--- config.mk ---
export PLATFORM = sky130hd
export DESIGN_NAME = eth_tx_framer_flat
export DESIGN_NICKNAME = d
export VERILOG_FILES = /design/src/rtl/eth_pkg.sv /design/src/rtl/eth_tx_framer_if.sv /design/src/rtl/eth_tx_framer.sv /design/src/flat_wrapper.sv
export SDC_FILE = /design/constraint.sdc
export NUM_CORES = 1
export LEC_CHECK = 0
export ABC_AREA = 1
export BUFFER_PORTS_ARGS = -buffer_cell sky130_fd_sc_hd__buf_2
export CELL_PAD_IN_SITES_DETAIL_PLACEMENT = 1
export CELL_PAD_IN_SITES_GLOBAL_PLACEMENT = 2
export CORE_AREA = 2 2 128 99
export DETAILED_ROUTE_END_ITERATION = 12
export DIE_AREA = 0 0 130 101
export PLACE_DENSITY_LB_ADDON = 0.1
export SYNTH_ARGS = -nofsm -noshare
export SYNTH_HDL_FRONTEND = slang
export SYNTH_SLANG_ARGS = --single-unit
export TNS_END_PERCENT = 5
--- constraint.sdc ---
create_clock -name clk -period 2.2 [get_ports clk]
set_input_delay 0.11 -clock clk [delete_from_list [all_inputs] [get_ports clk]]
set_output_delay 0.11 -clock clk [all_outputs]
set_load 0.01 [all_outputs]
--- src/rtl/eth_pkg.sv ---
`default_nettype none
// ---------------------------------------------------------------------------
// eth_pkg : shared Ethernet constants, address type and tx framer states
// Rev 1.0
// ---------------------------------------------------------------------------
package eth_pkg;

  localparam int          MAC_W           = 48;
  localparam int          ETH_HDR_LEN     = 14;
  localparam int          ETH_MIN_PAYLOAD = 46;
  localparam logic [15:0] ETH_TYPE_IPV4   = 16'h0800;

  typedef logic [MAC_W-1:0] mac_addr_t;

  typedef enum logic [2:0] {
    ST_IDLE    = 3'd0,
    ST_DST     = 3'd1,
    ST_SRC     = 3'd2,
    ST_TYPE    = 3'd3,
    ST_PAYLOAD = 3'd4,
    ST_PAD     = 3'd5
  } eth_tx_state_t;

  // Byte idx of an address on the wire; index 0 is the most significant byte.
  function automatic logic [7:0] mac_byte(input mac_addr_t mac, input logic [2:0] idx);
    logic [7:0] b;
    case (idx)
      3'd0:    b = mac[47:40];
      3'd1:    b = mac[39:32];
      3'd2:    b = mac[31:24];
      3'd3:    b = mac[23:16];
      3'd4:    b = mac[15:8];
      3'd5:    b = mac[7:0];
      default: b = 8'h00;
    endcase
    return b;
  endfunction

endpackage
`default_nettype wire

--- src/rtl/eth_tx_framer_if.sv ---
`default_nettype none
// ---------------------------------------------------------------------------
// eth_tx_framer_if : byte-wide AXI-Stream link (data, valid, ready, last)
// Rev 1.0
// ---------------------------------------------------------------------------
interface eth_tx_framer_if;

  logic [7:0] tdata;
  logic       tvalid;
  logic       tready;
  logic       tlast;

  modport master (output tdata, output tvalid, output tlast, input tready);
  modport slave  (input tdata, input tvalid, input tlast, output tready);

endinterface
`default_nettype wire

--- src/rtl/eth_tx_framer.sv ---
`default_nettype none
// ---------------------------------------------------------------------------
// eth_tx_framer : prepends dst/src MAC and EtherType to a payload stream and
//                 zero-pads short payloads to the minimum length
// Rev 1.0
// ---------------------------------------------------------------------------
module eth_tx_framer
  import eth_pkg::*;
#(
  parameter mac_addr_t   SRC_MAC     = 48'h0C_0D_0E_0F_10_11,
  parameter logic [15:0] ETHERTYPE   = ETH_TYPE_IPV4,
  parameter int          MIN_PAYLOAD = ETH_MIN_PAYLOAD
) (
  input  wire logic      clk,
  input  wire logic      rst,
  input  wire mac_addr_t dst_mac,
  eth_tx_framer_if.slave  s_axis,
  eth_tx_framer_if.master m_axis,
  output logic           busy
);

  localparam logic [11:0] c_min_pay = 12'(MIN_PAYLOAD);
  localparam logic [10:0] c_cnt_max = 11'h7FF;

  eth_tx_state_t r_state;
  logic [2:0]    r_idx;
  logic [10:0]   r_cnt;
  mac_addr_t     r_dst;
  logic          r_busy;

  logic [7:0]    w_tdata;
  logic          w_tvalid;
  logic          w_tlast;
  logic          w_s_tready;
  logic          w_hs;
  logic [11:0]   w_cnt_inc;
  logic [10:0]   w_cnt_sat;

  assign w_cnt_inc = {1'b0, r_cnt} + 12'd1;
  assign w_cnt_sat = (r_cnt == c_cnt_max) ? r_cnt : r_cnt + 11'd1;
  assign w_hs      = w_tvalid && m_axis.tready;

  // Header bytes come from the state/index mux; payload is a straight pass-through.
  always_comb begin
    w_tdata    = 8'h00;
    w_tvalid   = 1'b0;
    w_tlast    = 1'b0;
    w_s_tready = 1'b0;
    case (r_state)
      ST_DST: begin
        w_tvalid = 1'b1;
        w_tdata  = mac_byte(r_dst, r_idx);
      end
      ST_SRC: begin
        w_tvalid = 1'b1;
        w_tdata  = mac_byte(SRC_MAC, r_idx);
      end
      ST_TYPE: begin
        w_tvalid = 1'b1;
        w_tdata  = r_idx[0] ? ETHERTYPE[7:0] : ETHERTYPE[15:8];
      end
      ST_PAYLOAD: begin
        w_tvalid   = s_axis.tvalid;
        w_tdata    = s_axis.tdata;
        w_s_tready = m_axis.tready;
        w_tlast    = s_axis.tlast && (w_cnt_inc >= c_min_pay);
      end
      ST_PAD: begin
        w_tvalid = 1'b1;
        w_tlast  = (w_cnt_inc == c_min_pay);
      end
      default: begin
        w_tvalid = 1'b0;
      end
    endcase
  end

  assign m_axis.tdata  = w_tdata;
  assign m_axis.tvalid = w_tvalid;
  assign m_axis.tlast  = w_tlast;
  assign s_axis.tready = w_s_tready;
  assign busy          = r_busy;

  always_ff @(posedge clk) begin
    if (rst) begin
      r_state <= ST_IDLE;
      r_idx   <= 3'd0;
      r_cnt   <= 11'd0;
      r_dst   <= '0;
      r_busy  <= 1'b0;
    end else begin
      case (r_state)
        ST_IDLE: begin
          r_idx <= 3'd0;
          r_cnt <= 11'd0;
          if (s_axis.tvalid) begin
            r_dst   <= dst_mac;
            r_busy  <= 1'b1;
            r_state <= ST_DST;
          end
        end
        ST_DST, ST_SRC: begin
          if (w_hs) begin
            if (r_idx == 3'd5) begin
              r_idx   <= 3'd0;
              r_state <= (r_state == ST_DST) ? ST_SRC : ST_TYPE;
            end else begin
              r_idx <= r_idx + 3'd1;
            end
          end
        end
        ST_TYPE: begin
          if (w_hs) begin
            if (r_idx == 3'd1) begin
              r_idx   <= 3'd0;
              r_state <= ST_PAYLOAD;
            end else begin
              r_idx <= r_idx + 3'd1;
            end
          end
        end
        ST_PAYLOAD: begin
          if (w_hs) begin
            r_cnt <= w_cnt_sat;
            if (s_axis.tlast) begin
              if (w_cnt_inc >= c_min_pay) begin
                r_busy  <= 1'b0;
                r_state <= ST_IDLE;
              end else begin
                r_state <= ST_PAD;
              end
            end
          end
        end
        ST_PAD: begin
          if (w_hs) begin
            r_cnt <= w_cnt_sat;
            if (w_tlast) begin
              r_busy  <= 1'b0;
              r_state <= ST_IDLE;
            end
          end
        end
        default: begin
          r_state <= ST_IDLE;
          r_busy  <= 1'b0;
        end
      endcase
    end
  end

endmodule
`default_nettype wire

--- src/flat_wrapper.sv ---
// flat-port wrapper written by rule: the top's interface ports become plain ports
module eth_tx_framer_flat import eth_pkg::*;
#(
  parameter mac_addr_t   SRC_MAC     = 48'h0C_0D_0E_0F_10_11,
  parameter logic [15:0] ETHERTYPE   = ETH_TYPE_IPV4,
  parameter int          MIN_PAYLOAD = ETH_MIN_PAYLOAD
)
  (clk, rst, dst_mac, busy, s_axis_tdata, s_axis_tvalid, s_axis_tlast, s_axis_tready, m_axis_tdata, m_axis_tvalid, m_axis_tlast, m_axis_tready);
  eth_tx_framer_if s_axis_i ();
  eth_tx_framer_if m_axis_i ();
  input  wire logic clk;
  input  wire logic rst;
  input  wire mac_addr_t dst_mac;
  output logic busy;
  input wire logic [$bits(s_axis_i.tdata)-1:0] s_axis_tdata;
  input wire logic [$bits(s_axis_i.tvalid)-1:0] s_axis_tvalid;
  input wire logic [$bits(s_axis_i.tlast)-1:0] s_axis_tlast;
  output wire logic [$bits(s_axis_i.tready)-1:0] s_axis_tready;
  output wire logic [$bits(m_axis_i.tdata)-1:0] m_axis_tdata;
  output wire logic [$bits(m_axis_i.tvalid)-1:0] m_axis_tvalid;
  output wire logic [$bits(m_axis_i.tlast)-1:0] m_axis_tlast;
  input wire logic [$bits(m_axis_i.tready)-1:0] m_axis_tready;
  assign s_axis_i.tdata = s_axis_tdata;
  assign s_axis_i.tvalid = s_axis_tvalid;
  assign s_axis_i.tlast = s_axis_tlast;
  assign s_axis_tready = s_axis_i.tready;
  assign m_axis_tdata = m_axis_i.tdata;
  assign m_axis_tvalid = m_axis_i.tvalid;
  assign m_axis_tlast = m_axis_i.tlast;
  assign m_axis_i.tready = m_axis_tready;
  eth_tx_framer #(.SRC_MAC(SRC_MAC), .ETHERTYPE(ETHERTYPE), .MIN_PAYLOAD(MIN_PAYLOAD)) u_core (.clk(clk), .rst(rst), .dst_mac(dst_mac), .s_axis(s_axis_i), .m_axis(m_axis_i), .busy(busy));
endmodule
==> results.md, run 1 <==
- Status: finished with violations
- Failing checks: setup timing
- Post-Syn Nets: 563
- Ys flop type: dfxtp_1
- Post-synth EDFFs: 0
- Final #Nets: approximately 640
- Final Hold Fails: 0
- Initial DRC count: 176
- Met1 Use GR: between 20% and 30%
- FP Rows: 35
- Crit path time final: 2.233 ns
- Global-route usage over all layers: 19.34%
- Hold path endpoint: u_core.r_dst[27]$_SDFFE_PP0P_
- Yosys reg bits: 66
- Clock root buffer: clkbuf_16
- Crit Path Class: reg -> out
- First-pass GRT wire length: about 19000 um
- CTS tree: yes
- Initial antenna violation count: 0
- Syn. warnings: 0
- Final Cycle Share: 101.5%
- Routed via count: 3614
- Vias in the first global route: between 3k and 4k
- Drt wl/cell: roughly 16 um
- Reg2Reg Depth: 13
- Die extent in x: 130 um
- CORE AREA: 11960 sq um
- Actual slew at the worst max-slew pin: 0.3775 ns
- Initial Util: between 20 and 30%
- CP required: 2.09 ns
- Distinct cells, synth: 33
- Met3 usage: 4.352%
- Post-route insts no fill: 749
- Post-route ant nets: 0
- Met2 usage: 27.18%
- Clock Sinks: 66
- Mapped cell area: 3467 sq um
- PwrDens: 1176 nW/um^2
- Hpwl dp: 9153 um
- Grt total ovfl: 0
- Worst-Skew Late Latency: between 0.3 and 0.4 ns
- Multi-input gate area: 1852 sq um
- Final Core Density: 37.26%
- Crit path max fanout: 9
- CTS Buf Count: 9
- # fillers: around 1.5k
- # H-tree levels: 3
- Drt via density: 4.825
- Worst hold start: dst_mac[27]
- Slew Viols, Final: 0
- DP Cell Count: between 700 and 800
- Critical R2R Capture: u_core.r_state[2]$_SDFFE_PP0P_
- Clock transition at path regs: 0.05 ns
- Syn-to-layout area delta: 28.47%
- Finished layout cell area: 4454 sq um
- Die footprint: between 10000 and 15000 sq um
- Final TNS setup: -0.03289 ns
- # Max-Cap Violations: 0
- Async S/R FF share, synth: 0%
- Crit path DAT: 2.12 ns
- RSZ-0062 raised after global routing: true
- IO Pins: 73
- Post-Syn Instances: 499
- Min-Delay Path Class: in -> reg
- Syn_area_per_cell: 6.948 sq um
- Fmax: 0.4479 GHz
- Register area share after synthesis: a little under two fifths
- Pin count of the biggest net entering global routing: 76
- CP endpoint kind: primary output
- Static leakage: 1.860 nW
- Layout cells sized above 1: 28.30%
- Routability cong.: 0.8140
- Reg area: 1340 sq um
- Clock Path Buffers: 2
- Rel. slew slack: 74.77%
- Area after DPL: between 4000 and 5000 sq um
- Die Y-Extent: slightly above 100 um
- Hold Path Depth: 3
- Hold-fix buffers at CTS: 0
- Port Buffers: 72
- Post-route worst setup slack: -0.03289 ns
- Routed wire length: 12150 um
- Setup-failing EPs final: 1
- DRC viols: 0
- Worst Setup Start Kind: register
- Number of diodes: 0
- VDD IR max: 0.5089 mV
- Worst Clk Skew: 0.008603 ns
- Iteration count of the initial detailed-routing pass: 4
- Reg2reg setup slack: 0.32 ns
- Busiest grt layer: met1
- Worst R2R Start: u_core.r_state[0]$_SDFFE_PP0P_
[power by group]
part	internal [W]	switching (W)
logic	0.000724	0.00139
registers	0.00154	0.000255
clock network	0.000787	0.000549
[routing by layer]
| layer | vias to the layer above | part of all wire, % |
|---|---|---|
| li1 | 1838 | - |
| met1 | 1680 | 54 |
| met2 | 86 | 40 |
| met3 | 10 | 5.2 |
| met4 | 0 | 0.78 |
| met5 | - | 0 |
[worst max path at each step]
stage	start	to	slack, ns
6_report	u_core.r_idx[2]$_SDFFE_PP0P_	m_axis_tdata[4]	-0.03
5_1_grt	u_core.r_idx[2]$_SDFFE_PP0P_	m_axis_tdata[4]	-0.12
3_3_place_gp	u_core.r_idx[2]$_SDFFE_PP0P_	m_axis_tdata[4]	0.18
4_1_cts	u_core.r_idx[2]$_SDFFE_PP0P_	m_axis_tdata[3]	0.007
2_1_floorplan	u_core.r_cnt[1]$_SDFFE_PP0P_	u_core.busy$_SDFFE_PP0P_	0.44
3_5_place_dp	u_core.r_cnt[1]$_SDFFE_PP0P_	m_axis_tlast	0.12
[layout by cell type (no fill, tap or decap), types with 9 or more instances in the layout]
| cell type | n |
|---|---|
| buf_2 | 72 |
| a21oi_1 | 63 |
| inv_1 | 63 |
| nand3_1 | 33 |
| nand2_1 | 80 |
| buf_4 | 17 |
| o21ai_0 | 53 |
| nor2_1 | 20 |
| nand2_2 | 16 |
| clkbuf_16 | 9 |
| o22ai_1 | 12 |
| dfxtp_1 | 59 |
[layout make-up]
type	instances	area share [%]
inverter	70	5.899
multi-input combinational	340	41.57
sequential	66	30.08
clock inverter	5	0.6742
clock buffer	11	5.449
tap	166	4.663
timing repair buffer	91	11.66
[metrics by stage]
| stage | total power (W) | hold WS [ns] | worst slack (ns) |
|---|---|---|---|
| 2_1_floorplan | 0.003161 | 0.1885 | 0.4429 |
| 3_5_place_dp | 0.003867 | 0.3921 | 0.1215 |
| 4_1_cts | 0.005264 | 0.04042 | 0.007204 |
| 5_1_grt | 0.005682 | 0.05955 | -0.1191 |
| 6_report | 0.005240 | 0.05232 | -0.03289 |
| 3_3_place_gp | 0.003827 | 0.3897 | 0.1805 |
[cell families after synthesis]
group	Yosys count	share of synthesized area, %
adders and majority gates	3	1.083
xor gates and xnor gates	1	0.2527
DFF	66	38.11
AOI/OAI and AO/OA	159	25.62
buffers and inverters	93	10.65
and+or+nand+nor	177	24.29
[state kept, by name, indices dropped and copies added (netlist names)]
name,count
u_core.busy,1
u_core.r_cnt,11
u_core.r_dst,48
u_core.r_idx,3
u_core.r_state,3
[cells in the mapped netlist (all sizes together), types with 4 or more instances]
cell type / number / share of area [%]
nand2: 96 / 11
inv: 70 / 7.6
dfxtp: 66 / 38
a21oi: 65 / 9.6
o21ai: 60 / 8.7
nand3: 40 / 6.8
nor2: 32 / 4.6
clkbuf: 15 / 1.6
o22ai: 12 / 2.2
buf: 8 / 1.4
a211oi: 7 / 1.5
nor3: 5 / 0.87
a221oi: 4 / 1.0
o221ai: 4 / 1.0
[repair_timing]
action | in CTS | in global routing
pin swaps | 4 | 2
gates resized for setup | 19 | 10
buffers inserted | 0 | 0
endpoints found under the setup margin | 5 | 11
[critical path, stage by stage (launching register included)]
cell      delay (ns)
dfxtp_1         0.38
inv_1           0.13
ha_2            0.30
a221oi_2        0.42
buf_4           0.19
o221ai_1        0.09
nand2_1         0.08
nand3_1         0.06
buf_2           0.14
Note: power is estimated with default switching activity, not from simulation.
==> run 2: changes to the inputs <==
Settings changed: CELL_PAD_IN_SITES_DETAIL_PLACEMENT 1 to not set, CELL_PAD_IN_SITES_GLOBAL_PLACEMENT 2 to not set, CORE_AREA 2 2 128 99 to 2 2 100 78, DIE_AREA 0 0 130 101 to 0 0 102 80, PLACE_DENSITY set to 0.72, PLACE_DENSITY_LB_ADDON 0.1 to not set.
==> run 2 against run 1 <==
  * The run now ends clean
  * Clock power is 18% lower
  * Final cell count fell by 9.1%
  * Clock skew about the same
  * Non-clock buffer count is 3 lower
  * Power down 5.8%
  * Sequential power is essentially flat
  * Largest cell class unchanged
==> results.md, run 2 (same netlist as run 1, synthesis figures left out) <==
- Status: complete, no violations
- Clock root buffer: clkbuf_8
- Worst Setup Start Kind: register
- PwrDens: 1137 nW/um^2 (-3.3%)
- Static leakage: 1.834 nW (-1.4%)
- CTS tree: yes
- Top reg by flops: u_core.r_dst
- Port Buffers: 72 (unchanged)
- VDD IR max: 0.5158 mV (+1.3%)
- Fmax: 0.4705 GHz (+5.0%)
- Global-route usage over all layers: 23.44% (+4.1 points)
- Most frequent cells in the layout: nand2_1, buf_2, inv_1, a21oi_1, dfxtp_1
- Number of diodes: 0 (unchanged)
- Min-Delay Path Class: in -> reg
- Most common cell after layout, fill and taps aside: nand2_1
- Flop pwr share: 35.7% (+1.5 points)
- IO Pins: 73 (unchanged)
- Rel. slew slack: 64.01% (-11 points)
- FP Rows: 27 (-23%)
- Crit path DAT: 2.02 ns (-0.10 ns)
- Reg2Reg Depth: 15 (+2)
- CP endpoint kind: primary output
- RSZ-0062 raised after global routing: true
- Drt wl/cell: 14.10 um (-13%)
- Worst R2R Start: u_core.r_cnt[1]$_SDFFE_PP0P_
- Worst-Skew Late Latency: 0.33 ns (about the same)
- Routed wire length: 9603 um (-21%)
- Critical R2R Capture: u_core.busy$_SDFFE_PP0P_
- Biggest regs: u_core.r_dst: 48 flops, u_core.r_cnt: 11 flops
- Post-route ant nets: 0 (unchanged)
- Post-route insts no fill: 681 (-9.1%)
- Layout cells sized above 1: 29.48% (+1.2 points)
- Hold Path Depth: 3 (unchanged)
- Comb power frac: 42.1% (+1.8 points)
- Vias in the first global route: 3120 (-14%)
- Hold path endpoint: u_core.r_dst[24]$_SDFFE_PP0P_
- Clock Sinks: 66 (unchanged)
- Clock transition at path regs: 0.07 ns (+0.02 ns)
- CP required: 2.09 ns (about the same)
- Initial Util: 48.41% (+19 points)
- Routed via count: 3658 (+1.2%)
- Crit path time final: 2.126 ns (-0.1073 ns)
- Final #Nets: 639 (-0.47%)
- Dpl ws: 0.2126 ns (+0.09112 ns)
- Grt total ovfl: 0 (unchanged)
- Drt via density: 5.372 (+11%)
- Post-route worst setup slack: 0.07443 ns (+0.1073 ns)
- Crit Path Class: reg -> out
- Clock Path Buffers: 2 (unchanged)
- DP Cell Count: 661 (-9.8%)
- Crit path max fanout: 6 (-3)
- First-pass GRT wire length: 14990 um (-22%)
- Actual slew at the worst max-slew pin: 0.5393 ns (+0.1618 ns)
- Hpwl dp: 7173 um (-22%)
- Final TNS setup: 0 ns (+0.03289 ns)
- Pin count of the biggest net entering global routing: 85 (+12%)
- Final Hold Fails: 0 (unchanged)
- Reg2reg setup slack: 0.31 ns (about the same)
- Die Y-Extent: 80 um (-21%)
- DRC viols: 0 (unchanged)
- CORE AREA: 7162 sq um (-40%)
- Initial DRC count: 236 (+34%)
- # Max-Cap Violations: 0 (unchanged)
- Worst Clk Skew: 0.008816 ns (+0.0002127 ns)
- Switch share: 41.20% (-0.65 points)
- Die footprint: 8160 sq um (-38%)
- Setup-failing EPs final: 0 (-1)
- Number of flip-flops under the largest register name: 48 (unchanged)
- Final Cycle Share: 96.62% (-4.9 points)
- Clk network pwr share: 22.2% (-3.3 points)
- Int Pwr: 0.002902 W (-4.8%)
- Slew Viols, Final: 0 (unchanged)
- Syn-to-layout area delta: 25.19%
- Routability cong.: 0.9123 (+12%)
- # H-tree levels: 3 (unchanged)
- Iteration count of the initial detailed-routing pass: 5 (+1)
- Worst hold start: dst_mac[24]
- P_sw: 0.002033 W (-7.3%)
- CTS Buf Count: 9 (unchanged)
- Initial antenna violation count: 0 (unchanged)
- Die extent in x: 102 um (-22%)
-- run 2: cell count changes in the layout (fill, tap and decap cells not counted), sizes merged --
cell	change
buf	-3
clkbuf	+1
clkinvlp	-1
clkinv	-2
bufinv	+2
-- run 2: per-stage QoR --
step	total power [W]	hold WS, ns	util [%]	instance area (sq um)
floorplan	0.003161	0.1885	-	3467
global placement	0.003653	0.3869	55.19	3953
detailed placement	0.003698	0.3902	55.19	3953
CTS	0.004820	0.03681	58.72	4205
global route	0.005304	0.04045	60.60	4340
finish	0.004936	0.05086	60.60	4340
-- run 2: power by group through the flow --
| stage | Combinational (W) | Clock (W) | Sequential [W] |
|---|---|---|---|
| 3_3_place_gp | 0.00191 | 0 | 0.00174 |
| 3_5_place_dp | 0.00195 | 0 | 0.00175 |
| 5_1_grt | 0.00232 | 0.00118 | 0.00180 |
| 2_1_floorplan | 0.00148 | 0 | 0.00168 |
| 4_1_cts | 0.00196 | 0.00111 | 0.00174 |
| 6_report | 0.00208 | 0.00110 | 0.00176 |
-- run 2: cell type report --
class | instances | area, sq um
inverters | 70 | 262.8
flip-flops and latches | 66 | 1344
fillers | 694 | 2821
well taps | 101 | 126.4
multi-input cells | 340 | 1903
repair buffers | 88 | 493.0
clock buffers | 12 | 135.1
clock inverters | 4 | 76.32
-- run 2: metal layers --
layer	track usage (%)	wire length, um
met5	0	0
met4	4.533	61
met3	4.729	718
met2	33.29	4041
met1	36.36	4781
-- run 2: how the worst max path moves through the flow --
stage	end	startpoint	slack (ns)	cells past startpoint
finish	m_axis_tlast	u_core.r_cnt[1]$_SDFFE_PP0P_	0.07	12
global route	m_axis_tlast	u_core.r_cnt[1]$_SDFFE_PP0P_	-0.07	12
CTS	m_axis_tlast	u_core.r_cnt[3]$_SDFFE_PP0P_	0.02	11
detailed placement	m_axis_tlast	u_core.r_cnt[1]$_SDFFE_PP0P_	0.21	12
global placement	m_axis_tlast	u_core.r_cnt[1]$_SDFFE_PP0P_	0.27	12
floorplan	u_core.busy$_SDFFE_PP0P_	u_core.r_cnt[1]$_SDFFE_PP0P_	0.44	14
-- run 2: what timing repair did --
item                                    in CTS  in global routing
pin swaps                                    1                 10
setup buffers                                0                  4
endpoints found under the setup margin       5                  7
hold buffers                                 0                  0
resized for setup                            9                 34
hold endpoints to repair                     0                  0
-- run 2: worst max-delay path: stages, from the launching register on --
cell and delay [ns]:
dfxtp_4 0.39, ha_4 0.19, nand2_4 0.06, nor2_4 0.14, nand2_2 0.07, nand2_2 0.09
nand3_4 0.08, nor2_4 0.11, nand3_2 0.10, a21oi_2 0.15, nand2_1 0.07, o31ai_2 0.06
buf_2 0.16
